**config.mk**
```make
export PLATFORM = sky130hd
export DESIGN_NAME = piso_shift_tx
export DESIGN_NICKNAME = d
export VERILOG_FILES = /design/src/rtl/piso_shift_tx.sv
export SDC_FILE = /design/constraint.sdc
export NUM_CORES = 1
export LEC_CHECK = 0
export BUFFER_PORTS_ARGS = -buffer_cell sky130_fd_sc_hd__buf_2
export CORE_AREA = 2 2 57 59
export DETAILED_ROUTE_END_ITERATION = 12
export DIE_AREA = 0 0 59 61
export GPL_ROUTABILITY_DRIVEN = 0
export HOLD_SLACK_MARGIN = 0.02
export MAX_ROUTING_LAYER = met4
export SYNTH_ARGS = -nofsm -noshare
export SYNTH_HDL_FRONTEND = slang
export SYNTH_SLANG_ARGS = --single-unit
export TNS_END_PERCENT = 1
```
**constraint.sdc**
```tcl
create_clock -name clk -period 1.5 [get_ports clk]
set_input_delay 0.15 -clock clk [delete_from_list [all_inputs] [get_ports clk]]
set_output_delay 0.15 -clock clk [all_outputs]
set_load 0.01 [all_outputs]
```
**src/rtl/piso_shift_tx.sv**
```systemverilog
`default_nettype none
// ============================================================================
//  Module      : piso_shift_tx
//  Description : Parallel-in, serial-out transmitter. Accepts one DATA_W-bit
//                word over a valid/ready handshake and shifts it out LSB
//                first, each bit held for DIV clock cycles. A one-cycle DONE
//                state separates frames and pulses done_tick.
//                Optional build macro PISO_PARITY_EN appends an even-parity
//                bit (XOR of the captured word) held for DIV cycles.
//  Revision    : 1.0 - initial release
// ============================================================================
module piso_shift_tx #(
    parameter int DATA_W = 8,      // parallel word width, 2..32
    parameter int DIV    = 4       // clocks per serial bit, 1..65535
) (
    input  logic              clk,
    input  logic              reset,
    input  logic              load_valid,
    output logic              load_ready,
    input  logic [DATA_W-1:0] din,
    output logic              sout,
    output logic              sout_valid,
    output logic              busy,
    output logic              done_tick
);

    // ------------------------------------------------------------------------
    // Counter sizing. The div counter needs at least one bit even for DIV=1,
    // where it simply stays at zero and every cycle is a terminal cycle.
    // ------------------------------------------------------------------------
    localparam int c_DIV_CW = (DIV > 1) ? $clog2(DIV) : 1;
    localparam int c_BIT_CW = $clog2(DATA_W + 1);

    localparam logic [c_DIV_CW-1:0] c_DIV_LAST = c_DIV_CW'(DIV - 1);
    localparam logic [c_BIT_CW-1:0] c_BIT_LAST = c_BIT_CW'(DATA_W - 1);
    localparam logic [c_DIV_CW-1:0] c_DIV_ONE  = c_DIV_CW'(1);
    localparam logic [c_BIT_CW-1:0] c_BIT_ONE  = c_BIT_CW'(1);

    // ------------------------------------------------------------------------
    // State encoding
    // ------------------------------------------------------------------------
    localparam logic [1:0] c_ST_IDLE   = 2'd0;
    localparam logic [1:0] c_ST_SHIFT  = 2'd1;
`ifdef PISO_PARITY_EN
    localparam logic [1:0] c_ST_PARITY = 2'd2;
`endif
    localparam logic [1:0] c_ST_DONE   = 2'd3;

    // ------------------------------------------------------------------------
    // Registers and wires
    // ------------------------------------------------------------------------
    logic [1:0]          r_state;
    logic [1:0]          w_state_nxt;
    logic [DATA_W-1:0]   r_shift;
    logic [c_BIT_CW-1:0] r_bit;
    logic [c_DIV_CW-1:0] r_div;
`ifdef PISO_PARITY_EN
    logic                r_parity;
`endif

    logic w_accept;
    logic w_div_last;
    logic w_bit_last;

    // A load is taken only when the block is ready and not being reset;
    // reset always wins over a simultaneous load request.
    assign w_accept   = load_valid & load_ready & ~reset;
    assign w_div_last = (r_div == c_DIV_LAST);
    assign w_bit_last = (r_bit == c_BIT_LAST);

    // State register
    always_ff @(posedge clk) begin
        if (reset) begin
            r_state <= c_ST_IDLE;
        end else begin
            r_state <= w_state_nxt;
        end
    end

    // Datapath: capture on accept, then pace the bits with the div counter
    always_ff @(posedge clk) begin
        if (reset) begin
            r_shift  <= '0;
            r_bit    <= '0;
            r_div    <= '0;
`ifdef PISO_PARITY_EN
            r_parity <= 1'b0;
`endif
        end else if (w_accept) begin
            // Fresh frame: both counters restart from zero, also when the
            // accept lands in the DONE cycle of the previous frame.
            r_shift  <= din;
            r_bit    <= '0;
            r_div    <= '0;
`ifdef PISO_PARITY_EN
            r_parity <= ^din;
`endif
        end else if (r_state == c_ST_SHIFT) begin
            if (w_div_last) begin
                // Bit period over: expose the next bit at shift_reg[0].
                // The bit counter ends at DATA_W after the last bit and is
                // never advanced further, so it cannot wrap.
                r_shift <= {1'b0, r_shift[DATA_W-1:1]};
                r_bit   <= r_bit + c_BIT_ONE;
                r_div   <= '0;
            end else begin
                r_div   <= r_div + c_DIV_ONE;
            end
`ifdef PISO_PARITY_EN
        end else if (r_state == c_ST_PARITY) begin
            // Parity bit is held for one full bit period like a data bit.
            if (w_div_last) begin
                r_div <= '0;
            end else begin
                r_div <= r_div + c_DIV_ONE;
            end
`endif
        end
    end

    // Next-state logic
    always_comb begin
        w_state_nxt = r_state;
        case (r_state)
            c_ST_IDLE: begin
                if (w_accept) begin
                    w_state_nxt = c_ST_SHIFT;
                end
            end
            c_ST_SHIFT: begin
                if (w_bit_last && w_div_last) begin
`ifdef PISO_PARITY_EN
                    w_state_nxt = c_ST_PARITY;
`else
                    w_state_nxt = c_ST_DONE;
`endif
                end
            end
`ifdef PISO_PARITY_EN
            c_ST_PARITY: begin
                if (w_div_last) begin
                    w_state_nxt = c_ST_DONE;
                end
            end
`endif
            c_ST_DONE: begin
                // DONE lasts exactly one cycle; a load taken here chains
                // straight into the next frame.
                if (w_accept) begin
                    w_state_nxt = c_ST_SHIFT;
                end else begin
                    w_state_nxt = c_ST_IDLE;
                end
            end
            default: begin
                w_state_nxt = c_ST_IDLE;
            end
        endcase
    end

    // Output decode from state and datapath registers only (no path from
    // load_valid or din to any output)
    always_comb begin
        load_ready = 1'b0;
        busy       = 1'b0;
        sout_valid = 1'b0;
        sout       = 1'b0;
        done_tick  = 1'b0;
        case (r_state)
            c_ST_IDLE: begin
                load_ready = 1'b1;
            end
            c_ST_SHIFT: begin
                busy       = 1'b1;
                sout_valid = 1'b1;
                sout       = r_shift[0];
            end
`ifdef PISO_PARITY_EN
            c_ST_PARITY: begin
                busy       = 1'b1;
                sout_valid = 1'b1;
                sout       = r_parity;
            end
`endif
            c_ST_DONE: begin
                load_ready = 1'b1;
                done_tick  = 1'b1;
            end
            default: begin
                load_ready = 1'b0;
            end
        endcase
    end

endmodule
`default_nettype wire

```
Yosys cells after proc, flatten, opt, wreduce, memory -nomap -nowiden
Index checks and enable logic that the tools add are counted.

Add/subtract/negate cells: 2. Reductions and logical operators: 9. Muxes and demuxes: 12. Eq/ne operators: 6. Bitwise operators: 3.

Operators by type and width (number): $mux 8 (3); $mux 2 (3); $pmux 2 s3 (1); $reduce_and 2->1 (3); $mux 1 (5); $add 4x1->4 const B (1); $eq 2x2->1 const B (2); $eq 4x3->1 const B (1); $reduce_bool 2->1 (2); $reduce_or 2->1 (2); $add 2x1->2 const B (1); $and 1x1->1 (2); $eq 2x1->1 const B (1); $logic_not 2->1 (1); $ne 2x1->1 const B (1); $ne 2x2->1 const B (1); $logic_and 1x1->1 (1); $not 1->1 (1).

Register bits: 16. Output and inout bits: 5. Input port bits: 11.

Longest topological paths before layout
Depth in word-level cells: 7. Mapped depth: 7. Depth with buffers taken out: 5.

Worst setup path before layout
Ideal clock, no wire load.

Path type: reg-to-reg. Start: reg r_state[0]. End: reg r_shift[6]. Data required time: 1.370 ns. Cell stages (with the launch flop): 8. Buffers on the path: 2. Clock period less this slack: 1.661 ns. Data arrival time: 1.531 ns. Setup slack: -0.161 ns. Library setup time: 0.130 ns. Path through: dfxtp_1 -> inv_1 -> ha_1 -> or3b_1 -> buf_6 -> buf_8 -> nor2_1 -> a311oi_2.

Longest elaborated chain between the ends: 7. Elaborated cells between the ends (all ways): 11. Classes of those cells: eq/ne: 2; mux: 2; bitwise: 2; reduce/logical: 5.

Ends and longest elaborated chain: start, declared (line 52) `logic [1:0] r_state;`; start signal, assigned (line 74) `r_state <= c_ST_IDLE;`; start signal, assigned (line 76) `r_state <= w_state_nxt;`; $eq 2x2->1 / $logic_not 2->1 (equally long branches) (line 169) `case (r_state)`; $reduce_or 2->1 (no line); $mux 1 (line 169); $and 1x1->1 (2 in series) (line 67) `assign w_accept = load_valid & load_ready & ~reset;`; $reduce_bool 2->1 (no line); $reduce_and 2->1 (no line); end signal, assigned (line 92) `r_shift <= din;`; end signal, assigned (line 103) `r_shift <= {1'b0, r_shift[DATA_W-1:1]};`; end, declared (line 54) `logic [DATA_W-1:0] r_shift;`.

Several ways; a longest one is shown, not always the timed one. A chain may end at the register's enable or synchronous reset.

Worst setup path after layout
Start: reg r_state[1]. End: reg r_shift[5].

Same word-level chain as after synthesis.

==> impl_metrics.csv <==
group,metric,value,unit
status,status,"finished, violations left",
status,failed_checks,"setup timing",
pwr,sequentialPowerShare,0.307,
pwr,power.internal,0.00117,W
placement,hpwl,1340,um
timing,whs,0.107,ns
clock_tree,path_clk_slew,0.11,ns
yosys,synthCells,95,
clock_tree,clockRootBuffer,"clkbuf_4",
setup_path,crit_required,1.70,ns
yosys,synth_fa_ha_area_frac,0.0729,
grt,grt_usage,0.129,
job,cap_violations,0,
grt,antenna_found_initial,0,
setup_path,critPathMaxFanout,8,
routing,wl_per_cell,12.6,um
routing,routed_wirelength,1950,um
placement,io_buffers,15,
floorplan,core,0.00295,mm2
floorplan,die_area,0.00360,mm2
clock_tree,hold_buffers,0,
yosys,synth_top_family_by_area,"compound AO/OA/AOI/OAI gates",
clock_tree,cts-root-to-sink-buffers,2,
routing,drc_errors,0,
layout,nNetsFinal,139,
yosys,synth_cell_types,26,
timing,rsz0062_at_grt,"true",
floorplan,ioPinCount,16,
setup_path,crit_type,"flip-flop to flip-flop",
yosys,synth_compound_area_frac,0.208,
pwr,comb_power_share,0.526,
pwr,leakage,0.492,nW
timing,finClkSkew,0.0142,ns
grt,grt_max_degree,14,
clock_tree,htree_levels,1,
setup_path,crit_arrival,1.73,ns
placement,place_ws,-0.0669,ns
layout,drive_above_1_share,0.459,
worst_hold_path,hold_class,"input pin to flip-flop",
routing,ant_nets,0,
timing,worst_slew_pin_slew,0.225,ns
clock_tree,cts.sinks,16,
routing,vias_per_cell,4.97,
timing,fmax,0.655,GHz
yosys,ys_warn_count,0,
pwr,ir_drop,427,uV
clock_tree,cts_inserted_buffers,3,
yosys,ys_seq_area_frac,0.373,
yosys,syn_area,858,um2
timing,min_period,1.53,ns
layout,n_antenna_cell,0,
timing,drv_slew,0,
yosys,synth_nets,111,
pwr,p_sw_frac,0.340,
timing,finalHoldViolCount,0,
floorplan,die_h,61,um
clock_tree,tritoncts,"done",
routing,first_pass_iters,4,
grt,grt_pass1_vias,755,
timing,timing.final.ws_setup,-0.0262,ns
pwr,p_switching,0.000602,W
routing,drtIter0Drc,17,
timing,relSlewSlack,0.850,
clock_tree,clk_latency,0.30,ns
yosys,ys_seq_elements,16,
floorplan,start_util,0.291,
pwr,powerDensity,1510,mW/mm2
layout,num-fill-cells,294,
yosys,syn_avg_cell_area,9.03,um2
timing,setup-violations-final,4,
routing,vias,771,
yosys,synth_mux_area_frac,0.0233,
pwr,power.share.clock,0.167,
setup_path,cp-end-kind,"flip-flop",
layout,post-route-util,0.396,
setup_path,cp-start-kind,"flip-flop",
floorplan,placement_rows,20,
floorplan,chipWidth,59,um
layout,area_growth,36.3,%
yosys,synth_xor_area_frac,0.0204,
yosys,synth_simple_gate_area_frac,0.204,
grt,grt_first_pass_wirelength,3350,um
timing,finalCritPeriodShare,1.02,
grt,grt_overflow,0,
## logic make-up after synthesis
group,count (synthesis)
and+or+nand+nor,38
AOI/OAI and AO/OA,18
DFF,16
buffers and inverters,14
adders and majority gates,5
xor gates and xnor gates,2
muxes,2
## power by group through the flow
stage / sequential [W] / combinational (W) / clock (W)
after global routing: 0.000552 / 0.00101 / 0.000321
after floorplan: 0.000553 / 0.000454 / 0
after detailed placement: 0.000551 / 0.000718 / 0
final: 0.000543 / 0.000933 / 0.000296
after CTS: 0.000542 / 0.000907 / 0.000304
after global placement: 0.000548 / 0.000702 / 0
## critical path: stages, from the launching register on
cell and delay, ns:
dfxtp_2 0.35, inv_2 0.05, ha_4 0.23, or3b_4 0.42
buf_12 0.16, a311oi_2 0.20
## area by class of cell
type,count,area [um2],area share
clock buffer,4,36.3,0.0310
inverter,6,22.5,0.0193
multi-input combinational,65,502,0.429
sequential,16,323,0.276
tap,33,41.3,0.0353
timing repair buffer,31,245,0.210
## Yosys cell counts (all sizes together)
| library cell | count | area (um2) |
|---|---|---|
| a311oi | 7 | 105 |
| a22oi | 2 | 15.0 |
| nor2 | 12 | 45.0 |
| a21o | 1 | 7.51 |
| inv | 6 | 22.5 |
| nand2b | 1 | 6.26 |
| ha | 5 | 62.6 |
| o211a | 1 | 10.0 |
| nand2 | 10 | 37.5 |
| clkbuf | 3 | 11.3 |
| xor2 | 2 | 17.5 |
| and2 | 1 | 6.26 |
| or3b | 1 | 8.76 |
| nand4 | 1 | 6.26 |
| dfxtp | 16 | 320 |
| nand3 | 10 | 50.1 |
| nand4b | 1 | 8.76 |
| a21oi | 3 | 15.0 |
| o21ai | 3 | 15.0 |
| buf | 5 | 50.0 |
| mux2i | 2 | 20.0 |
| or3 | 1 | 6.26 |
| o221a | 1 | 11.3 |
## layout by cell type (no fill, tap or decap), drive strengths merged, types with 2 or more instances in the layout
cell type   n
a21oi       3
a22oi       2
a311oi      7
buf        31
clkbuf      4
dfxtp      16
ha          5
inv         6
mux2i       2
nand2      10
nand3      10
nor2       12
o21ai       3
xor2        2
## worst paths after layout
kind,start,to,slack [ns],cells past startpoint
max,r_state[1]$_SDFFE_PP0P_,r_shift[5]$_SDFFE_PP0P_,-0.03,5
min reg2reg,r_bit[3]$_SDFFE_PP0P_,r_bit[3]$_SDFFE_PP0P_,0.48,2
min,din[7],r_shift[7]$_SDFFE_PP0P_,0.11,3
max reg2reg,r_state[1]$_SDFFE_PP0P_,r_shift[5]$_SDFFE_PP0P_,-0.03,5
## metrics by stage
step                cells  cell area (um2)  TNS, ns  total power [W]
finish                155             1170  -0.0495          0.00177
global route          155             1170   -0.383          0.00188
CTS                   155             1160   -0.216          0.00175
detailed placement    148             1030   -0.514          0.00127
global placement      148             1030   -0.101          0.00125
floorplan              95              863   -0.477          0.00101
## layer usage
| layer | global-route usage | routed length [um] | share of wire | vias up |
|---|---|---|---|---|
| met3 | 0.0448 | 79 | 0.040 | 3 |
| met4 | 0.0292 | 10 | 0.0051 | 0 |
| met2 | 0.214 | 904 | 0.46 | 12 |
| li1 | - | - | - | 387 |
| met1 | 0.150 | 957 | 0.49 | 369 |
| met5 | - | 0 | 0 | - |
## flip-flops by register name, summed over array words and instances, names as in the netlist
name	flops
r_shift	8
r_bit	4
r_div	2
r_state	2
## what timing repair did
action / 4_1_cts / 5_1_grt
gates cloned: 1 / 0
gates resized for setup: 12 / 3
hold endpoints to repair: 0 / 0
pin swaps: 3 / 4
endpoints found under the setup margin: 11 / 14
buffers inserted: 2 / 0
(Power assumes the default switching activity.)
